==> src/rtl/seven_segment_reader.sv <==
// Reads a multi-digit seven-segment display bus, waits for a settled frame,
// decodes it to BCD and checks that the displayed count advances by one.
module seven_segment_reader #(
    parameter int NUM           = 6,
    parameter int CLOCK_HZ      = 50000000,
    parameter int COUNT_RATE_HZ = 10,
    parameter int STABLE_CYCLES = 16
) (
    input  logic                clock,
    input  logic                reset_n,
    input  logic [NUM-1:0][7:0] seven_segment,
    input  logic                clear_errors,
    output logic [NUM-1:0][3:0] value,
    output logic                update,
    output logic                locked,
    output logic                stalled,
    output logic                pattern_error,
    output logic                step_error,
    output logic [15:0]         update_count
);
    localparam int STALL_CYCLES = 2 * (CLOCK_HZ / COUNT_RATE_HZ);
    localparam int WD_W         = (STALL_CYCLES > 2) ? $clog2(STALL_CYCLES) : 1;
    localparam int SC_W         = $clog2(STABLE_CYCLES + 1);

    // Watchdog value one short of the stall threshold: the next count stalls.
    localparam logic [WD_W-1:0] WD_PRE_STALL = WD_W'(STALL_CYCLES - 2);
    localparam logic [SC_W-1:0] SC_ACCEPT    = SC_W'(STABLE_CYCLES - 1);
    localparam logic [SC_W-1:0] SC_DONE      = SC_W'(STABLE_CYCLES);

    typedef enum logic [1:0] {
        ST_ACQUIRE = 2'd0,
        ST_LOCKED  = 2'd1,
        ST_STALLED = 2'd2
    } state_t;

    state_t               state;
    state_t               state_next;
    logic [NUM-1:0][7:0]  sample;
    logic [NUM-1:0][7:0]  prev_sample;
    logic [SC_W-1:0]      stable_cnt;
    logic [WD_W-1:0]      watchdog;
    logic [WD_W-1:0]      watchdog_next;

    logic [NUM-1:0][3:0]  decoded;
    logic                 frame_valid;
    logic [NUM-1:0][3:0]  incremented;
    logic                 carry;
    logic                 accept;
    logic                 load;
    logic                 bad_frame;
    logic                 bad_step;

    always_comb begin
        frame_valid = 1'b1;
        decoded     = '0;
        for (int i = 0; i < NUM; i++) begin
            case (sample[i][6:0])
                7'h40:   decoded[i] = 4'd0;
                7'h79:   decoded[i] = 4'd1;
                7'h24:   decoded[i] = 4'd2;
                7'h30:   decoded[i] = 4'd3;
                7'h19:   decoded[i] = 4'd4;
                7'h12:   decoded[i] = 4'd5;
                7'h02:   decoded[i] = 4'd6;
                7'h78:   decoded[i] = 4'd7;
                7'h00:   decoded[i] = 4'd8;
                7'h10:   decoded[i] = 4'd9;
                default: frame_valid = 1'b0;
            endcase
        end
    end

    // BCD successor of the current value; all nines ripple to all zeros.
    always_comb begin
        carry       = 1'b1;
        incremented = value;
        for (int i = 0; i < NUM; i++) begin
            if (carry) begin
                if (value[i] == 4'd9) begin
                    incremented[i] = 4'd0;
                end else begin
                    incremented[i] = value[i] + 4'd1;
                    carry          = 1'b0;
                end
            end
        end
    end

    assign accept    = (sample == prev_sample) && (stable_cnt == SC_ACCEPT);
    assign bad_frame = accept && !frame_valid;
    assign load      = accept && frame_valid && ((state == ST_ACQUIRE) || (decoded != value));
    assign bad_step  = load && (state != ST_ACQUIRE) && (decoded != incremented);

    always_comb begin
        state_next    = state;
        watchdog_next = watchdog;
        case (state)
            ST_ACQUIRE: begin
                watchdog_next = '0;
                if (load) state_next = ST_LOCKED;
            end
            ST_LOCKED: begin
                if (load) begin
                    watchdog_next = '0;
                end else begin
                    watchdog_next = watchdog + WD_W'(1);
                    if (watchdog == WD_PRE_STALL) state_next = ST_STALLED;
                end
            end
            ST_STALLED: begin
                if (load) begin
                    watchdog_next = '0;
                    state_next    = ST_LOCKED;
                end
            end
            default: begin
                state_next    = ST_ACQUIRE;
                watchdog_next = '0;
            end
        endcase
    end

    always_ff @(posedge clock or negedge reset_n) begin
        if (!reset_n) begin
            state    <= ST_ACQUIRE;
            watchdog <= '0;
        end else begin
            state    <= state_next;
            watchdog <= watchdog_next;
        end
    end

    // Reset loads a blank display so the first real frame always looks like a change.
    always_ff @(posedge clock or negedge reset_n) begin
        if (!reset_n) begin
            sample      <= '1;
            prev_sample <= '1;
            stable_cnt  <= '0;
        end else begin
            sample      <= seven_segment;
            prev_sample <= sample;
            if (sample != prev_sample) begin
                stable_cnt <= '0;
            end else if (stable_cnt != SC_DONE) begin
                stable_cnt <= stable_cnt + SC_W'(1);
            end
        end
    end

    always_ff @(posedge clock or negedge reset_n) begin
        if (!reset_n) begin
            value         <= '0;
            update        <= 1'b0;
            update_count  <= '0;
            pattern_error <= 1'b0;
            step_error    <= 1'b0;
        end else begin
            update        <= load;
            pattern_error <= (pattern_error && !clear_errors) || bad_frame;
            step_error    <= (step_error && !clear_errors) || bad_step;
            if (load) begin
                value        <= decoded;
                update_count <= update_count + 16'd1;
            end
        end
    end

    assign locked  = (state == ST_LOCKED);
    assign stalled = (state == ST_STALLED);

endmodule

==> config.mk <==
export PLATFORM = sky130hd
export DESIGN_NAME = seven_segment_reader
export DESIGN_NICKNAME = d
export VERILOG_FILES = /design/src/rtl/seven_segment_reader.sv
export SDC_FILE = /design/constraint.sdc
export NUM_CORES = 1
export LEC_CHECK = 0
export CORE_ASPECT_RATIO = 0.9
export CORE_MARGIN = 2
export CORE_UTILIZATION = 52
export CTS_CLUSTER_SIZE = 28
export DETAILED_ROUTE_END_ITERATION = 12
export PLACE_DENSITY = 0.77
export SETUP_SLACK_MARGIN = 0.05
export SYNTH_ARGS = -nofsm -noshare
export SYNTH_HDL_FRONTEND = slang
export SYNTH_SLANG_ARGS = --single-unit
==> constraint.sdc <==
create_clock -name clock -period 8.13 [get_ports clock]
set_input_delay 1.626 -clock clock [delete_from_list [all_inputs] [get_ports clock]]
set_output_delay 1.626 -clock clock [all_outputs]
set_load 0.01 [all_outputs]
== Yosys cells after proc, flatten, opt, wreduce, memory -nomap -nowiden ==
Cells that the tools add are included.

* Register bits after elaboration: 170
* Bits in latches: 0
* RAM bits: 0
* Memory bits (read-only): 0
* Input bits: 51
* Word-level logic and storage cells: 178
* Memories: 0

* $add $sub $neg: 9
* $mul: 0
* Div/mod/pow operators: 0
* Order comparisons: 0
* Equal/unequal tests: 73
* Shift operators: 0
* Mux-type cells: 41
* Bitwise logic cells: 0
* Reduce and logical (&&, ||, !) cells: 30

{| class="wikitable"
|+ Operator list
! operator !! number
|-
| $pmux W4 S9 || 6
|-
| $eq A7 B5 Y1 const B || 18
|-
| $eq A7 B7 Y1 const B || 18
|-
| $eq A7 B6 Y1 const B || 12
|-
| $reduce_or A10 Y1 || 6
|-
| $eq A48 B48 Y1 || 1
|-
| $mux W24 || 2
|-
| $ne A24 B24 Y1 || 2
|-
| $ne A48 B48 Y1 || 1
|-
| $pmux W24 S2 || 1
|-
| $mux W4 || 11
|-
| $eq A7 B2 Y1 const B || 6
|-
| $logic_not A7 Y1 || 6
|-
| $add A24 B1 Y24 const B || 1
|-
| $add A4 B1 Y4 const B || 6
|-
| $eq A24 B24 Y1 const B || 1
|-
| $eq A4 B4 Y1 const B || 6
|-
| $add A16 B1 Y16 const B || 1
|-
| $mux W1 || 15
|-
| $mux W5 || 2
|-
| $logic_and A1 B1 Y1 || 8
|-
| $mux W2 || 3
|-
| $ne A2 B1 Y1 const B || 3
|-
| $add A5 B1 Y5 const B || 1
|-
| other kinds (12) || 16
|}

== Logic depth before layout (Yosys ltp) ==
Gate-level depths: netlist of run 1.

* Depth after elaboration: 13
* Depth in mapped cells: 12
* Depth with buffers taken out: 9

== Least setup slack after synthesis of run 1 ==
OpenSTA, ideal clock, no wires.

* Path kind: reg2reg
* Start: register sample[32] (netlist name)
* End: register watchdog[10]
* Arrival: 3.038 ns
* Setup slack: 5.019 ns
* Cell stages (with the launch flop): 12
* Path buffers: 3
* Clock period less this slack: 3.111 ns
* Cells stage by stage: dfstp_2 clkbuf_1 nor4_1 nor3b_1 xnor2_1 or4b_2 nor4_1 and4_1 nor4bb_1 buf_2 buf_2 nor2_1

* Cells in the longest elaborated chain, start to end: 8
* Elaborated cells between the ends (all ways): 23
* Those cells by class: 12 x eq/ne; 5 x mux; 6 x reduce/logical

{| class="wikitable"
|+ RTL lines
! what !! line !! source
|-
| start, declared || 38 || <nowiki>logic [NUM-1:0][7:0] sample;</nowiki>
|-
| start signal, assigned || 140 || <nowiki>sample <= seven_segment;</nowiki>
|-
| branches (longest 5 deep; another with $ne A24 B24 Y1) || n/a ||
|-
| $logic_and A1 B1 Y1 * || 91 || <nowiki>assign load = accept && frame_valid && ((state == ST_ACQUIRE) || (decoded != value));</nowiki>
|-
| $mux W24 || 103 || <nowiki>if (load) begin</nowiki>
|-
| $pmux W24 S2 || 97 || <nowiki>case (state)</nowiki>
|-
| end signal, assigned || 129 || <nowiki>watchdog <= watchdog_next;</nowiki>
|-
| end, declared || 41 || <nowiki>logic [WD_W-1:0] watchdog;</nowiki>
|}

Every way passes the cells marked *.
A chain may end at the register's enable or synchronous reset.

== Final worst setup path of run 1 ==
* Start: register state[1]
* End: output port locked

* Cells in the longest elaborated chain, start to end: 1

{| class="wikitable"
|+ RTL lines
! what !! line !! source
|-
| start, declared || 36 || <nowiki>state_t state;</nowiki>
|-
| start signal, assigned || 128 || <nowiki>state <= state_next;</nowiki>
|-
| $eq A2 B1 Y1 || 168 || <nowiki>assign locked = (state == ST_LOCKED);</nowiki>
|-
| end, declared || 15 || <nowiki>output logic locked,</nowiki>
|}

No other way between the ends.

==> flow_summary.ini, run 1 <==
[routing]
postRouteAntennaNets = 0
drc = 0
vias = 7390
avgViaCountPerCell = 5.950
avgRoutedWirePerCell_um = 18.81
first_pass_iters = 6
routed_wl_um = 23360
drt_iter0_drc = 626

[clocking]
cts_sinks = 170
cts-root-buf = clkbuf_16
cts_htree_levels = 4
clock_path_buffers = 2
hold_buffers = 0
cts_tree = yes
cts_buffers = 17
cts_setup_buffers = 0
cts.clk_slew.worst_paths_ns = 0.06
insertion_delay_ns = 0.44
post_cts_resize_count = 0

[floorplan]
die_area_um2 = 18950
initial_core_util_pct = 52.91
ios = 96
core_area_um2 = 17550
num_rows = 46
die_w_um = 144.9
die_y_um = 130.8

[synth]
synth_xor_area_share_pct = 10.70
syn-num-nets = 992
avgSynthCellArea_um2 = 9.933
ys_seq_area_share_pct = 47.10
synthesis.area_um2 = 9288
ys.warnings.count = 0
synth_simple_gate_area_share_pct = 24.09
ys_types = 80
synthTopCellsByCount = dfstp_2, xnor2_1, dfrtp_1
async_flop_share_pct = 100.0
synth_top_family_by_area = simple AND/OR/NAND/NOR gates
ys_top_cells_by_area = dfstp_2, dfrtp_1, xnor2_1
ys_ff_latch = 170
synthDominantCellAreaShare_pct = 27.16
synth_fa_ha_area_share_pct = 0.8083
synth_ff_type = dfstp_2
synth_enable_flop_cells = 0
synth_compound_area_share_pct = 11.44
synth_largest_area_cell = dfstp_2
yosysMostFrequentCell = dfstp_2
synthMuxAreaShare_pct = 2.075
synthCells = 935

[global_routing]
grt_pass1_wl_um = 36890
gr-total-overflow = 0
met3_usage_pct = 6.414
antenna_found_initial = 0
busiest_layer = met2
met2_usage_pct = 38.73
grt_pass1_vias = 6976
grtUsageTotal_pct = 25.61
grt.met1_usage_pct = 36.54
grt_max_degree = 93

[cells_and_area]
antenna_cells = 0
stdcell_area_um2 = 10860
nets = 1046
area_growth_pct = 16.89
final.fill_count = 1446
drive_gt1_share_pct = 15.27

[place]
dp_slack_ns = 4.191
gp_congestion = 0.9232
place_area_um2 = 10310
dpl.hpwl_um = 16720
portBuffers = 95

[job]
drv_cap = 0

[critical_path]
worst_setup_path_start_kind = flop
reg2reg_depth = 8
arrival_ns = 2.58
worstPathRequired_ns = 6.50
critPathKind = reg2out
crit_path_end_kind = primary output
cp_max_fo = 21

[sta]
setup_viol = 0
min_period_ns = 4.208
finalCritPeriodShare_pct = 51.76
rsz0062_at_grt = false
slew_headroom_pct = 36.64
hold_viol = 0
slew_viol_final = 0
fin_tns_setup_ns = 0
finClkSkew_ns = 0.01370
tightest_slew_ns = 0.9505
finalWorstSetupSlack_ns = 3.922
max_freq_mhz = 237.6

[status]
status = complete, no violations

[power_and_ir_drop]
power.density_nw_per_um2 = 166.9
p_leak_nw = 4.333
irDropWorstVdd_v = 0.0001107

[hold_path]
whs_path_depth = 0
hp-class = reg2reg
kinds of logic after synthesis:
logic type | after synthesis
XOR/XNOR | 111
AND/OR/NAND/NOR | 393
buffers and inverters | 84
flip-flops | 170
multiplexers | 18
adder cells (fa/ha/maj) | 6
AO/OA/AOI/OAI | 153
routing by layer:
metal / part of all wire, % / vias to the layer above / routed length (um)
li1: - / 3471 / -
met1: 46 / 3608 / 10650
met2: 45 / 277 / 10520
met3: 7.2 / 34 / 1678
met4: 2.2 / 0 / 515
met5: 0 / - / 0
cell usage in the layout, fill, tap and decap left out, types with 6 or more instances in the layout:
cell type	count
nor3b_1	10
or4_1	11
a31oi_1	7
o21a_1	6
and3_1	12
and3b_1	7
mux2i_1	8
xnor2_1	75
or3_1	12
nor3_1	29
nor2b_1	13
nand2b_1	16
xor2_1	34
nor4bb_1	9
nor4b_1	7
a211oi_1	6
nor2_1	70
nor4_1	23
nand3b_1	7
o211ai_1	9
nand3_1	37
ha_1	6
dfrtp_1	74
nand4_1	31
a22oi_1	16
inv_1	20
clkdlybuf4s50_1	94
a21oi_1	26
o21ai_0	29
nand2_1	63
dfstp_2	96
clkbuf_16	17
and2_1	9
mux2_1	9
stage by stage:
stage                     hold slack, ns  instances  power, mW  utilization (%)
after global placement            0.3620       1210      1.060            58.72
after CTS                         0.3723       1242      1.825            61.85
after floorplan                   0.3519        935     0.9959                -
final                             0.3728       1242      1.812            61.85
after detailed placement          0.3654       1210      1.061            58.72
after global routing              0.3756       1242      1.876            61.85
where the power goes:
| group | switching, mW | total [mW] | leakage [nW] | internal, mW |
|---|---|---|---|---|
| Combinational | 0.0589 | 0.118 | 2.01 | 0.0596 |
| Sequential | 0.0394 | 0.930 | 2.04 | 0.891 |
| Clock | 0.358 | 0.763 | 0.278 | 0.405 |
| Total | 0.456 | 1.81 | 4.33 | 1.36 |
sequential cells by signal, indices dropped and copies added, names as in the netlist:
signal         flops
sample            48
prev_sample       48
stable_cnt         5
update_count      16
pattern_error      1
update             1
step_error         1
value             24
state              2
watchdog          24
layout make-up:
| type | instances | area [um^2] | share of cell area, % |
|---|---|---|---|
| Multi-Input combinational cell | 681 | 4576 | 42.15 |
| Sequential cell | 170 | 4374 | 40.29 |
| Timing Repair Buffer | 99 | 982.2 | 9.047 |
| Clock buffer | 18 | 439.2 | 4.045 |
| Tap cell | 240 | 300.3 | 2.766 |
| Clock inverter | 14 | 110.1 | 1.014 |
| Inverter | 20 | 75.07 | 0.6915 |
critical path: stages (launching register included):
cell and delay, ns:
dfrtp_1 0.40, nand2b_1 0.43, inv_1 0.65, clkdlybuf4s50_1 0.66
final timing paths:
kind / from / to / slack, ns
min in group asynchronous: reset_n / watchdog[19] / 1.24
max reg2reg: sample[41] / value[13] / 4.06
max: state[1] / locked / 3.92
min reg2reg: sample[31] / prev_sample[31] / 0.37
min: sample[31] / prev_sample[31] / 0.37
max in group asynchronous: reset_n / value[8] / 5.44
Power figures use the tool's default switching activity.
==> run 2: changes to the inputs <==
Clock period 8.13 ns to 4.1 ns, I/O delays scaled along.
==> flow_summary.ini, run 2 (synthesized netlist as in run 1, its figures left out) <==
[status]
status = complete, no violations

[floorplan]
die_w_um = 144.9
initial_core_util_pct = 52.91
core_area_um2 = 17550
die_area_um2 = 18950
ios = 96
num_rows = 46
die_y_um = 130.8

[sta]
finClkSkew_ns = 0.01937
rsz0062_at_grt = false
setup_viol = 0
hold_viol = 0
fin_tns_setup_ns = 0
tightest_slew_ns = 1.008
max_freq_mhz = 268.5
holdWs_ns = 0.3746
slew_viol_final = 0
min_period_ns = 3.724
slew_headroom_pct = 32.57
finalCritPeriodShare_pct = 90.82

[cells_and_area]
antenna_cells = 0
area_growth_pct = 19.40
final_util_pct = 63.17
drive_gt1_share_pct = 16.58
largestRegisters = prev_sample (48), sample (48)
final_common_cell = dfstp_2
nets = 1063
final.fill_count = 1390
final_cell_mix = dfstp_2, clkdlybuf4s50_1, xnor2_1, dfrtp_1, nor2_1

[critical_path]
crit_path_end_kind = flop
arrival_ns = 4.03
crit_slowest_cell = o31ai_4
rrSetupSlack_ns = 0.38
worstPathRequired_ns = 4.41
reg2reg_depth = 8
worst_setup_path_start_kind = flop
cp_max_fo = 23
worstPathCellList = and4b_1 -> o31ai_1 -> xor2_1 -> nand4_1 -> or4b_4 -> o31ai_4 -> buf_12 -> mux2_1
r2r_start = sample[17]
critPathKind = reg2reg
cp_slowest_stage_delay_ns = 0.66
r2r-end = value[9]

[place]
dpl.hpwl_um = 16940
portBuffers = 95
gp_congestion = 0.9134

[clocking]
cts_setup_buffers = 0
post_cts_resize_count = 0
cts_htree_levels = 4
cts_sinks = 170
clock_path_buffers = 2
insertion_delay_ns = 0.44
cts_buffers = 17
cts_tree = yes
hold_buffers = 0
cts-root-buf = clkbuf_16
cts.clk_slew.worst_paths_ns = 0.08

[global_routing]
grtUsageTotal_pct = 25.47
grt_max_degree = 75
antenna_found_initial = 0
grt_pass1_vias = 6852
gr-total-overflow = 0
grt_pass1_wl_um = 36980

[power_and_ir_drop]
p_leak_nw = 4.466
power.density_nw_per_um2 = 344.4
irDropWorstVdd_v = 0.0002655
total_power_mw = 3.819

[routing]
avgViaCountPerCell = 5.903
postRouteAntennaNets = 0
drc = 0
avgRoutedWirePerCell_um = 18.73
routed_wl_um = 23590
first_pass_iters = 6
vias = 7432
drt_iter0_drc = 966

[hold_path]
hp-class = in2async

[job]
drv_cap = 0
[run 2: cell count changes in the layout (fill, tap and decap cells not counted), sizes merged]
cell	delta
buf	+17
bufinv	+3
clkbuf	-1
clkinv	-5
inv	+3
[run 2: cell type report]
cell class              count  area, um^2  area share (%)
clock buffers              17       425.4           3.836
flip-flops and latches    170        4374           39.44
repair buffers            116        1135           10.23
clock inverters            15       203.9           1.839
well taps                 240       300.3           2.708
inverters                  20       75.07          0.6770
multi-input cells         681        4576           41.26
[run 2: worst max path at each step]
stage	to	slack [ns]	cells after the start	from
after CTS	value[9]	0.36	8	sample[17]
after detailed placement	update_count[1]	0.38	8	sample[17]
after global placement	update_count[1]	0.46	8	sample[40]
after floorplan	watchdog[10]	0.99	11	sample[32]
final	value[9]	0.38	8	sample[17]
after global routing	value[10]	0.12	8	sample[27]
[run 2: power breakdown]
part / internal, mW / switching (mW) / leakage, nW
clock network: 0.988 / 0.745 / 0.311
logic: 0.124 / 0.124 / 2.11
registers: 1.77 / 0.0733 / 2.04
[run 2: layer usage]
layer	up-vias	part of all wire [%]	global-route usage [%]
met5	-	0	0
met4	0	1.4	5.939
met3	34	6.7	6.159
met2	257	45	38.35
met1	3628	47	37.43
li1	3513	-	-
[run 2: stage by stage]
step | area, um^2 | cells | worst slack (ns)
3_5_place_dp | 10460 | 1227 | 0.3793
3_3_place_gp | 10460 | 1227 | 0.4612
4_1_cts | 11090 | 1259 | 0.3574
5_1_grt | 11090 | 1259 | 0.1157
2_1_floorplan | 9288 | 935 | 0.9889
6_report | 11090 | 1259 | 0.3763
[run 2: worst max-delay path, delay by kind of cell, from the launching register on]
kind | cells | cell delay, ns
xor+xnor | 1 | 0.42
simple gates | 3 | 0.96
mux | 1 | 0.33
compound gates | 2 | 1.01
buf+inv | 1 | 0.26
flops | 1 | 0.62
==> RTL edit, RTL diff (config.mk and constraints of run 2) <==
The parameter `STABLE_CYCLES` goes from 16 to 32.
--- a/src/rtl/seven_segment_reader.sv
+++ b/src/rtl/seven_segment_reader.sv
@@ -4,7 +4,7 @@
     parameter int NUM           = 6,
     parameter int CLOCK_HZ      = 50000000,
     parameter int COUNT_RATE_HZ = 10,
-    parameter int STABLE_CYCLES = 16
+    parameter int STABLE_CYCLES = 32
 ) (
     input  logic                clock,
     input  logic                reset_n,
Behaviour: same outputs for any inputs over 10 cycles, from zero or initial values and one cycle with reset_n low; that may be too few to reach the edited logic, so the function may still have changed.
==> RTL edit against run 2 <==
- synthesized area up 1.3%
- utilization down 0.69 points
- routed wire length down 1.2%
- count of clock-buffer cells in the layout unchanged
- design area down 0.44%
- clock power down 9%
- global-route usage down 0.92 points
- worst setup slack worse by 80 ps
- critical path depth unchanged
- sequential cell count up 1
- worst hold slack worse by 2.6 ps
- power down 3.7%
- critical endpoint is now value[19]$_DFFE_PN0P_
- largest cell class unchanged
- highest routed layer unchanged
==> RTL edit: results (changes against run 2) <==
library cells used by synthesis 74 (-7.5%); crit path DAT 4110 ps (+80 ps); Hold Crit Class flop to flop; top flop regs prev_sample (48), sample (48); delay-heaviest family, CP simple AND/OR/NAND/NOR gates; Top FF cell, synth dfstp_2; maximum vdd drop 0.259 mV (-2.5%); largest net degree at the start of global routing 82 (+9.3%); DP Cell Count 1,229 (+0.16%); outcome completed; Max FO, Critical Path 32 (+39%); Synthesized Nets 1,001 (+0.91%); layout cells sized above 1 16.3% (-0.31 points); routed via count 7,546 (+1.5%); first-pass GRT wire length 37,500 um (+1.4%); internal reg-to-reg setup slack 300 ps (-80 ps); Seq/Total Area, Yosys 46.7% (-0.35 points); DR iter-0 viols 769 (-20%); Nets 1,064 (+0.094%); max_slew headroom 45.1% (+13 points); detailed placement HPWL 16,800 um (-0.88%); Total GRT Usage 24.6% (-0.92 points); dpl ws 410 ps (+30.8 ps); Critical-path top delay cell dfstp_2; vias in the first global route 6,958 (+1.5%); Vias/cell 5.99 (+1.5%); GPL Wtd Cong 0.936 (+2.5%); R2R Path End value[19]$_DFFE_PN0P_; post-DR wirelength/cell 18.5 um (-1.3%); dominant cells by area after synthesis dfstp_2 27%, dfrtp_1 20%, xnor2_1 7.2%; Setup Skew 13.6 ps (-5.79 ps); commonest cells in the synthesized netlist 96 x dfstp_2, 77 x xnor2_1, 75 x dfrtp_1; sw power 0.920 mW (-2.3%); total leakage power 4.28 nW (-4.1%); reg-to-reg critical path startpoint sample[41]$_DFF_PN1_; Fillers 1,437 (+3.4%); CP peak stage delay 630 ps (-30 ps)
==> RTL edit: final cells by class <==
class,instances,share of cell area [%]
Inverter,23,0.782
Timing Repair Buffer,104,9.35
Tap cell,240,2.72
Sequential cell,171,39.8
Clock buffer,17,3.85
Multi-Input combinational cell,691,42.1
Clock inverter,14,1.31
==> RTL edit: logic make-up (layout without fill, tap and decap cells) <==
family	Yosys count	in the layout	synth area share, %
simple gates	402	402	25.0
flops	171	171	46.7
compound gates	160	160	11.6
xor+xnor	103	103	9.59
buf+inv	83	158	3.91
mux	21	21	2.43
fa+ha+maj	5	5	0.665
==> RTL edit: power groups by stage <==
stage / sequential, mW / clock [mW] / combinational (mW)
CTS: 1.85 / 1.62 / 0.239
finish: 1.85 / 1.58 / 0.239
global route: 1.86 / 1.70 / 0.259
detailed placement: 1.88 / 0 / 0.236
global placement: 1.88 / 0 / 0.236
floorplan: 1.83 / 0 / 0.154
==> RTL edit: routing by layer <==
| layer | track usage (%) | vias to the layer above | wire length [um] |
|---|---|---|---|
| met5 | 0 | - | 0 |
| met4 | 8.77 | 0 | 543 |
| met3 | 4.83 | 38 | 1650 |
| met2 | 34.7 | 307 | 9910 |
| met1 | 37.3 | 3627 | 11200 |
| li1 | - | 3574 | - |
==> RTL edit: metrics by stage <==
step / util [%] / cell area (um2) / power (mW) / hold slack [ps]
after floorplan: - / 9410 / 1.98 / 352
after global placement: 59.3 / 10500 / 2.11 / 364
after detailed placement: 59.3 / 10500 / 2.12 / 366
after CTS: 62.5 / 11000 / 3.71 / 377
after global routing: 62.5 / 11000 / 3.82 / 382
final: 62.5 / 11000 / 3.68 / 372
==> RTL edit: worst max-delay path by stage <==
stage          cells past startpoint                      endpoint  slack (ps)                 start
3_5_place_dp                       9  update_count[12]$_DFFE_PN0P_         410   sample[1]$_DFF_PN1_
5_1_grt                            8         value[19]$_DFFE_PN0P_         170  sample[11]$_DFF_PN1_
6_report                           8         value[19]$_DFFE_PN0P_         300  sample[41]$_DFF_PN1_
4_1_cts                            8         value[19]$_DFFE_PN0P_         390  sample[41]$_DFF_PN1_
3_3_place_gp                       8         value[19]$_DFFE_PN0P_         460  sample[41]$_DFF_PN1_
2_1_floorplan                      9         value[19]$_DFFE_PN0P_         810  sample[12]$_DFF_PN1_
